[src/rtl/sprite_draw_sequencer_pkg.sv]
// sprite_seq_pkg: shared state encoding, pixel field widths and colour constants
package sprite_seq_pkg;
  typedef enum logic [2:0] {IDLE, ERASE_REQ, ERASE_WAIT, DRAW_REQ, DRAW_WAIT, FRAME_WAIT} state_t;
  localparam int X_W = 9;
  localparam int Y_W = 8;
  localparam int C_W = 3;
  localparam logic [C_W-1:0] BLACK = 3'b000;
endpackage

[src/rtl/sprite_draw_sequencer_frame_timer.sv]
// frame_timer: frame-length down-counter; expired stays high once it reaches zero
module frame_timer #(
  parameter int FRAME_CYCLES = 833333
) (
  input  logic clk,
  input  logic reset,
  input  logic load,
  output logic expired
);
  localparam int W = $clog2(FRAME_CYCLES);
  logic [W-1:0] cnt;
  // load so that expiry lands exactly FRAME_CYCLES cycles after the load edge
  always_ff @(posedge clk) begin
    if (!reset) cnt <= '0;
    else if (load) cnt <= W'(FRAME_CYCLES - 1);
    else if (cnt != '0) cnt <= cnt - 1'b1;
  end
  assign expired = cnt == '0;
endmodule

[src/rtl/sprite_draw_sequencer.sv]
// sprite_draw_sequencer: per-frame erase/draw walk over sprite blocks with pixel forwarding to VGA
module sprite_draw_sequencer
  import sprite_seq_pkg::*;
#(
  parameter int N_SPRITES      = 4,
  parameter int FRAME_CYCLES   = 833333,
  parameter int TIMEOUT_CYCLES = 64
) (
  input  logic                     clk,
  input  logic                     reset,
  input  logic [N_SPRITES-1:0]     sprite_en,
  output logic [N_SPRITES-1:0]     draw_req,
  output logic [N_SPRITES-1:0]     erase_req,
  input  logic [N_SPRITES-1:0]     sprite_done,
  input  logic [N_SPRITES-1:0]     sprite_valid,
  input  logic [X_W*N_SPRITES-1:0] sprite_x,
  input  logic [Y_W*N_SPRITES-1:0] sprite_y,
  input  logic [C_W*N_SPRITES-1:0] sprite_colour,
  output logic [X_W-1:0]           vga_x,
  output logic [Y_W-1:0]           vga_y,
  output logic [C_W-1:0]           vga_colour,
  output logic                     vga_plot,
  output logic                     frame_tick,
  output logic                     busy,
  output logic                     timeout_err,
  output logic                     overrun_err
);
  localparam int IW  = N_SPRITES > 1 ? $clog2(N_SPRITES) : 1;
  localparam int TOW = $clog2(TIMEOUT_CYCLES + 1);
  state_t               state;
  logic [IW-1:0]        idx;
  logic [N_SPRITES-1:0] en_q, onehot;
  logic [TOW-1:0]       tcnt;
  logic first_frame, expired, last, req_st, wait_st, erase_ph, tout, step, draw_end, start;
  frame_timer #(.FRAME_CYCLES(FRAME_CYCLES)) u_timer (
    .clk(clk),
    .reset(reset),
    .load(start),
    .expired(expired)
  );
  assign last     = idx == IW'(N_SPRITES - 1);
  assign req_st   = state == ERASE_REQ || state == DRAW_REQ;
  assign wait_st  = state == ERASE_WAIT || state == DRAW_WAIT;
  assign erase_ph = state == ERASE_REQ || state == ERASE_WAIT;
  assign tout     = tcnt == TOW'(TIMEOUT_CYCLES - 1);
  assign onehot   = N_SPRITES'(1) << idx;
  // step: current sprite is finished, either skipped (disabled) or done/timed out
  assign step     = req_st ? !en_q[idx] : wait_st && (sprite_done[idx] || tout);
  assign draw_end = !erase_ph && step && last;
  // an overrunning pass chains straight into the next frame start
  assign start    = state == IDLE || (expired && (state == FRAME_WAIT || draw_end));
  // sequencer FSM with registered requests, status flags and pixel mux
  always_ff @(posedge clk) begin
    if (!reset) begin
      state       <= IDLE;
      idx         <= '0;
      en_q        <= '0;
      first_frame <= 1'b1;
      draw_req    <= '0;
      erase_req   <= '0;
      tcnt        <= '0;
      frame_tick  <= 1'b0;
      busy        <= 1'b0;
      timeout_err <= 1'b0;
      overrun_err <= 1'b0;
      vga_x       <= '0;
      vga_y       <= '0;
      vga_colour  <= BLACK;
      vga_plot    <= 1'b0;
    end else begin
      frame_tick <= start;
      vga_plot   <= wait_st && sprite_valid[idx];
      if (wait_st) begin
        vga_x      <= sprite_x[X_W*idx +: X_W];
        vga_y      <= sprite_y[Y_W*idx +: Y_W];
        vga_colour <= sprite_colour[C_W*idx +: C_W];
      end
      tcnt <= wait_st ? tcnt + 1'b1 : '0;
      if (wait_st && tout && !sprite_done[idx]) timeout_err <= 1'b1;
      if (draw_end) first_frame <= 1'b0;
      if (draw_end && expired) overrun_err <= 1'b1;
      if (start) begin
        en_q      <= sprite_en;
        idx       <= '0;
        busy      <= 1'b1;
        draw_req  <= '0;
        erase_req <= '0;
        state     <= first_frame && !draw_end ? DRAW_REQ : ERASE_REQ;
      end else if (step) begin
        draw_req  <= '0;
        erase_req <= '0;
        idx       <= last ? '0 : idx + 1'b1;
        state     <= !last ? (erase_ph ? ERASE_REQ : DRAW_REQ) : (erase_ph ? DRAW_REQ : FRAME_WAIT);
        if (draw_end) busy <= 1'b0;
      end else if (req_st) begin
        erase_req <= erase_ph ? onehot : '0;
        draw_req  <= erase_ph ? '0 : onehot;
        state     <= erase_ph ? ERASE_WAIT : DRAW_WAIT;
      end
    end
  end
endmodule

[config.mk]
export PLATFORM = sky130hd
export DESIGN_NAME = sprite_draw_sequencer
export DESIGN_NICKNAME = d
export VERILOG_FILES = /design/src/rtl/sprite_draw_sequencer_pkg.sv /design/src/rtl/sprite_draw_sequencer_frame_timer.sv /design/src/rtl/sprite_draw_sequencer.sv
export SDC_FILE = /design/constraint.sdc
export NUM_CORES = 1
export LEC_CHECK = 0
export BUFFER_PORTS_ARGS = -buffer_cell sky130_fd_sc_hd__buf_2
export CAP_MARGIN = 20
export CORE_MARGIN = 2
export CORE_UTILIZATION = 51
export DETAILED_ROUTE_END_ITERATION = 8
export PLACE_DENSITY = 0.81
export SYNTH_ARGS = -nofsm -noshare
export SYNTH_HDL_FRONTEND = slang
export SYNTH_HIERARCHICAL = 1
export SYNTH_SLANG_ARGS = --single-unit
[constraint.sdc]
create_clock -name clk -period 3.8 [get_ports clk]
set_clock_uncertainty 0.2 [all_clocks]
set_input_delay 0.38 -clock clk [delete_from_list [all_inputs] [get_ports clk]]
set_output_delay 0.38 -clock clk [all_outputs]
set_load 0.02 [all_outputs]
# Yosys cells after proc, flatten, opt, wreduce, memory -nomap -nowiden
# Index checks and enable logic that the tools add are counted.
# word_totals
in_bits	94
reg_bits	70
elab_cells	88
# op_classes
shifts	4
n_mul	2
n_reduce_logical	30
bitwise	1
n_lt_le_gt_ge	1
mux	23
addsub	3
eq_ne	7
# op_table
op	count
$mux 20	2
$shiftx 36x7->9	1
$shiftx 32x6->8	1
$logic_not 20->1	1
$reduce_bool 20->1	1
$sub 20x1->20 const B	1
$mux 3	6
$shiftx 12x5->3	1
$logic_and 1x1->1	9
$mux 4	2
$add 7x1->7 const B	1
$eq 7x6->1 const B	1
$mux 1	7
$bmux 1 s2	3
$eq 3x2->1 const B	2
$eq 3x3->1 const B	2
$logic_or 1x1->1	6
$mul 4x2->6 const A	1
$mux 2	3
$reduce_bool 2->1	3
$logic_not 1->1	4
$mul 2x2->4 const A	1
$reduce_and 2->1	2
$shl 1x2->4 const A	1
9 further kinds	9

# Longest topological paths before layout
# logic_depth
word_depth	12
depth_mapped	12
ltp_nobuf	11

# Modules after synthesis
# Netlist, hierarchy kept.
# modules_own_cells
module	cells_each	instances	area_each_um2
sprite_draw_sequencer	275	1	2615.0
frame_timer	127	1	1152.4

# Worst setup path after synthesis
# No wires, ideal clock.
# synth_path
path_type	register -> register
startpoint	register u_timer.cnt[17]
endpoint	register u_timer.cnt[5]
required_time_ns	3.485
setup_ns	0.115
arrival_ns	2.757
path_stages_with_launch	12
setup_slack_ns	0.728
period_less_slack_ns	3.072
cell_sequence	dfxtp_1 or3_1 buf_2 or4_4 nor2_4 nand2_1 o31a_1 buf_6 inv_1 clkbuf_1 nor3b_1 a2111oi_0
# synth_between
elab_chain_cells	4
# synth_rtl
item	line	source
start: declaration	sprite_draw_sequencer_frame_timer.sv:11	logic [W-1:0] cnt;
start signal: assignment	sprite_draw_sequencer_frame_timer.sv:15	else if (load) cnt <= W'(FRAME_CYCLES - 1);
start signal: assignment	sprite_draw_sequencer_frame_timer.sv:16	else if (cnt != '0) cnt <= cnt - 1'b1;
$logic_not 20->1 (*)	sprite_draw_sequencer_frame_timer.sv:18	assign expired = cnt == '0;
via expired	sprite_draw_sequencer.sv:34	logic first_frame, expired, last, req_st, wait_st, erase_ph, tout, step, draw_end, start;
$logic_and 1x1->1 (*)	sprite_draw_sequencer.sv:51	assign start = state == IDLE || (expired && (state == FRAME_WAIT || draw_end));
$logic_or 1x1->1 (*)	sprite_draw_sequencer.sv:51	
via start	sprite_draw_sequencer.sv:34	
$mux 20 / $reduce_bool 2->1 (equally long branches)	--	
# The timed path passes the listed nets; every way through them passes the cells marked *.
# A chain may end at the register's enable or synchronous reset.

# Worst setup path after layout
# layout_path
startpoint	register u_timer.cnt[17]
endpoint	register u_timer.cnt[9]
# The elaborated chain is that of the path after synthesis.

==> summary.md <==
| Metric | Value |
|---|---|
| CTS tree | built |
| Rel. slew slack | 46.1% |
| Synth unique cells | 56 |
| Slowest-stage cell, CP | or4_4 |
| Number of max-cap violations | 0 |
| Grt total ovfl | 0 |
| RePlAce Congestion | 0.866 |
| Max incr delay on CP | 0.64 ns |
| CP Data Arrival Time | 3.58 ns |
| Die Span X | 89.9 um |
| Critical Path Start Type | flop |
| Critical R2R Capture | u_timer/cnt[9]$_SDFFE_PN0P_ |
| Routed length per instance | 15.3 um |
| Rows | 31 |
| Final worst-path cycle share | 93.8% |
| Synth warnings | 6 |
| CP max FO | 10 |
| Hold Path Stages | 3 |
| F_max | 0.280 GHz |
| Initial Utilization | 52.2% |
| DRC Markers | 0 |
| Status | completed |
| Total global-route track usage | 24.2% |
| Synth Flop Type | dfxtp_1 |
| Critical path, cell by cell | or3_1 -> or4_4 -> nor2_4 -> nand2_1 -> o31a_1 -> inv_1 -> buf_4 -> nor2_1 -> o21a_1 -> a2111oi_0 |
| Root Driver | clkbuf_8 |
| Post-Layout Cell Count | 625 |
| Overall routed net length | 9590 um |
| I/O Buffers | 126 |
| Leakage | 1.96 nW |
| Max VDD drop | 0.000310 V |
| Power Density | 702 mW/mm2 |
| # clock sinks | 70 |
| Die area | 0.00809 mm2 |
| Ports | 127 |
| Avg Synthesized Cell Area | 9.37 um2 |
| Post-DP HPWL | 7250 um |
| RSZ-0062 raised after global routing | no |
| Antenna violations before repair | 1 |
| Syn Nets | 505 |
| #FFs+latches synth | 70 |
| Synth top area share | 37.2% |
| Total power | 3.27 mW |
| Final hold slack | 0.0729 ns |
| Area Growth Syn to Fin | 23.6% |
| Final Hold Viols | 0 |
| Vias in the first global route | 3438 |
| Placed Area | 0.00445 mm2 |
| Worst hold start | sprite_en[1] |
| Core ar. | 0.00721 mm2 |
| Ranking of synthesized cells by area | dfxtp_1 (37%), mux4_2 (13%), nand2_1 (7.0%) |
| Vias | 3516 |
| Leading cell type in the layout, fill and taps excluded | buf_2 |
| CP required | 3.82 ns |
| Worst Reg-to-Reg Cells | 10 |
| First-pass GRT wire length | 15800 um |
| Hold Path Sink | en_q[1]$_SDFFE_PN0P_ |
| Detail Route Antenna Nets | 0 |
| Share of cells above drive strength 1 | 36.2% |
| Post-synth EDFFs | 0 |
| Clk buf depth | 2 |
| Worst r2r src | u_timer/cnt[17]$_SDFFE_PP0P_ |
| Die Y-Extent | 89.9 um |
| Crit path kind | reg -> reg |
| Tmin final | 3.57 ns |
| Final setup TNS | 0 ns |
| CTS resizes | 0 |
| Post-layout net count | 623 |
| Reg2reg setup slack | 0.23 ns |
| Final WS setup | 0.234 ns |
| Synth area leader | dfxtp_1 |
| Vias per Instance | 5.63 |
| Asr flop ratio synth | 0% |
| Final setup viols | 0 |
| Fin util | 64.5% |
| Critical path capture point type | flop |
| Max Slew Vio Count | 0 |
| Syn Inst Count | 402 |
| Most frequent cells in the layout | buf_2 (126), nand2_1 (70), dfxtp_1 (69) |
| Clock Latency Late Sink | 0.35 ns |
| Measured slew at the worst slew-check pin | 0.808 ns |
| Reg clk slew, reported paths | 0.08 ns |
| DR iter-0 viols | 218 |
| CTS Buf Count | 9 |
| Register area share after synthesis | 37.2% |
| Mapped Area | 0.00377 mm2 |
| DRT Pass-1 Iters | 4 |
| Pre-CTS WS | 0.297 ns |
| Worst Hold Class | in -> reg |
| Pin count of the biggest net entering global routing | 27 |
| Design area | 0.00466 mm2 |
| Post-CTS Setup Repair Bufs | 0 |
| Dpl cells | 608 |
| Htree depth | 3 |
| Hold buffer count at cts | 0 |
## how the worst max path moves through the flow
stage | start | endpoint | slack (ns) | cells past startpoint
finish | u_timer/cnt[17]$_SDFFE_PP0P_ | u_timer/cnt[9]$_SDFFE_PN0P_ | 0.23 | 10
global route | u_timer/cnt[17]$_SDFFE_PP0P_ | u_timer/cnt[9]$_SDFFE_PN0P_ | 0.001 | 10
CTS | u_timer/cnt[17]$_SDFFE_PP0P_ | u_timer/cnt[9]$_SDFFE_PN0P_ | 0.26 | 10
detailed placement | u_timer/cnt[17]$_SDFFE_PP0P_ | u_timer/cnt[9]$_SDFFE_PN0P_ | 0.30 | 10
global placement | u_timer/cnt[17]$_SDFFE_PP0P_ | u_timer/cnt[9]$_SDFFE_PN0P_ | 0.47 | 10
floorplan | u_timer/cnt[17]$_SDFFE_PP0P_ | u_timer/cnt[5]$_SDFFE_PN0P_ | 0.73 | 11
## power by group
part	switching (mW)	total (mW)	internal (mW)
registers	0.162	1.08	0.916
clock network	0.270	0.606	0.336
logic	0.920	1.58	0.662
total	1.35	3.27	1.91
## critical path: cells and delay by family (launching register included)
family | cells | cell delay, ns
buffers and inverters | 2 | 0.45
and+or+nand+nor | 5 | 1.55
DFF | 1 | 0.34
AOI/OAI and AO/OA | 3 | 0.89
## cell usage after synthesis (all sizes together), types with 2 or more instances
master,instances
nand3,10
nand2b,7
o21a,4
or4,4
a21oi,45
xnor2,3
mux4,23
nor2,24
xor2,3
nor2b,3
inv,12
buf,8
o21ai,6
and3b,2
a211oi,2
ha,9
nor4,7
or3,7
a211o,2
o31ai,4
mux2,2
or2,2
mux2i,7
nand2,70
nor4b,3
o31a,10
dfxtp,70
nor3b,4
nor3,8
clkbuf,18
a2111oi,5
and3,6
## flip-flops by register name (all words and copies together) (netlist names)
| name | flops |
|---|---|
| timeout_err | 1 |
| tcnt | 7 |
| vga_x | 9 |
| erase_req | 4 |
| vga_plot | 1 |
| frame_tick | 1 |
| draw_req | 4 |
| vga_y | 8 |
| vga_colour | 3 |
| idx | 2 |
| first_frame | 1 |
| overrun_err | 1 |
| u_timer/cnt | 20 |
| en_q | 4 |
| state | 3 |
| busy | 1 |
## routing by layer
| layer | global-route usage (%) | part of all wire, % | vias up |
|---|---|---|---|
| met4 | 12.3 | 3.7 | 0 |
| met5 | 0 | 0 | - |
| met3 | 5.70 | 5.6 | 22 |
| li1 | - | - | 1706 |
| met1 | 27.2 | 40 | 1650 |
| met2 | 42.9 | 51 | 138 |
## kinds of logic after synthesis
logic type	Yosys count	synth area share, %
AO/OA/AOI/OAI	88	16.1
AND/OR/NAND/NOR	159	21.4
multiplexers	32	16.4
buffers and inverters	38	4.52
adder cells (fa/ha/maj)	9	2.99
XOR/XNOR	6	1.40
flip-flops	70	37.2
## layout make-up
class	count	area (um2)
clock inverter	4	45.0
timing repair buffer	133	683
clock buffer	12	155
inverter	12	45.0
sequential	70	1400
tap	99	124
fill	644	2560
multi-input combinational	294	2200
antenna	1	2.50
No activity file was read; power rests on OpenSTA's default activity.
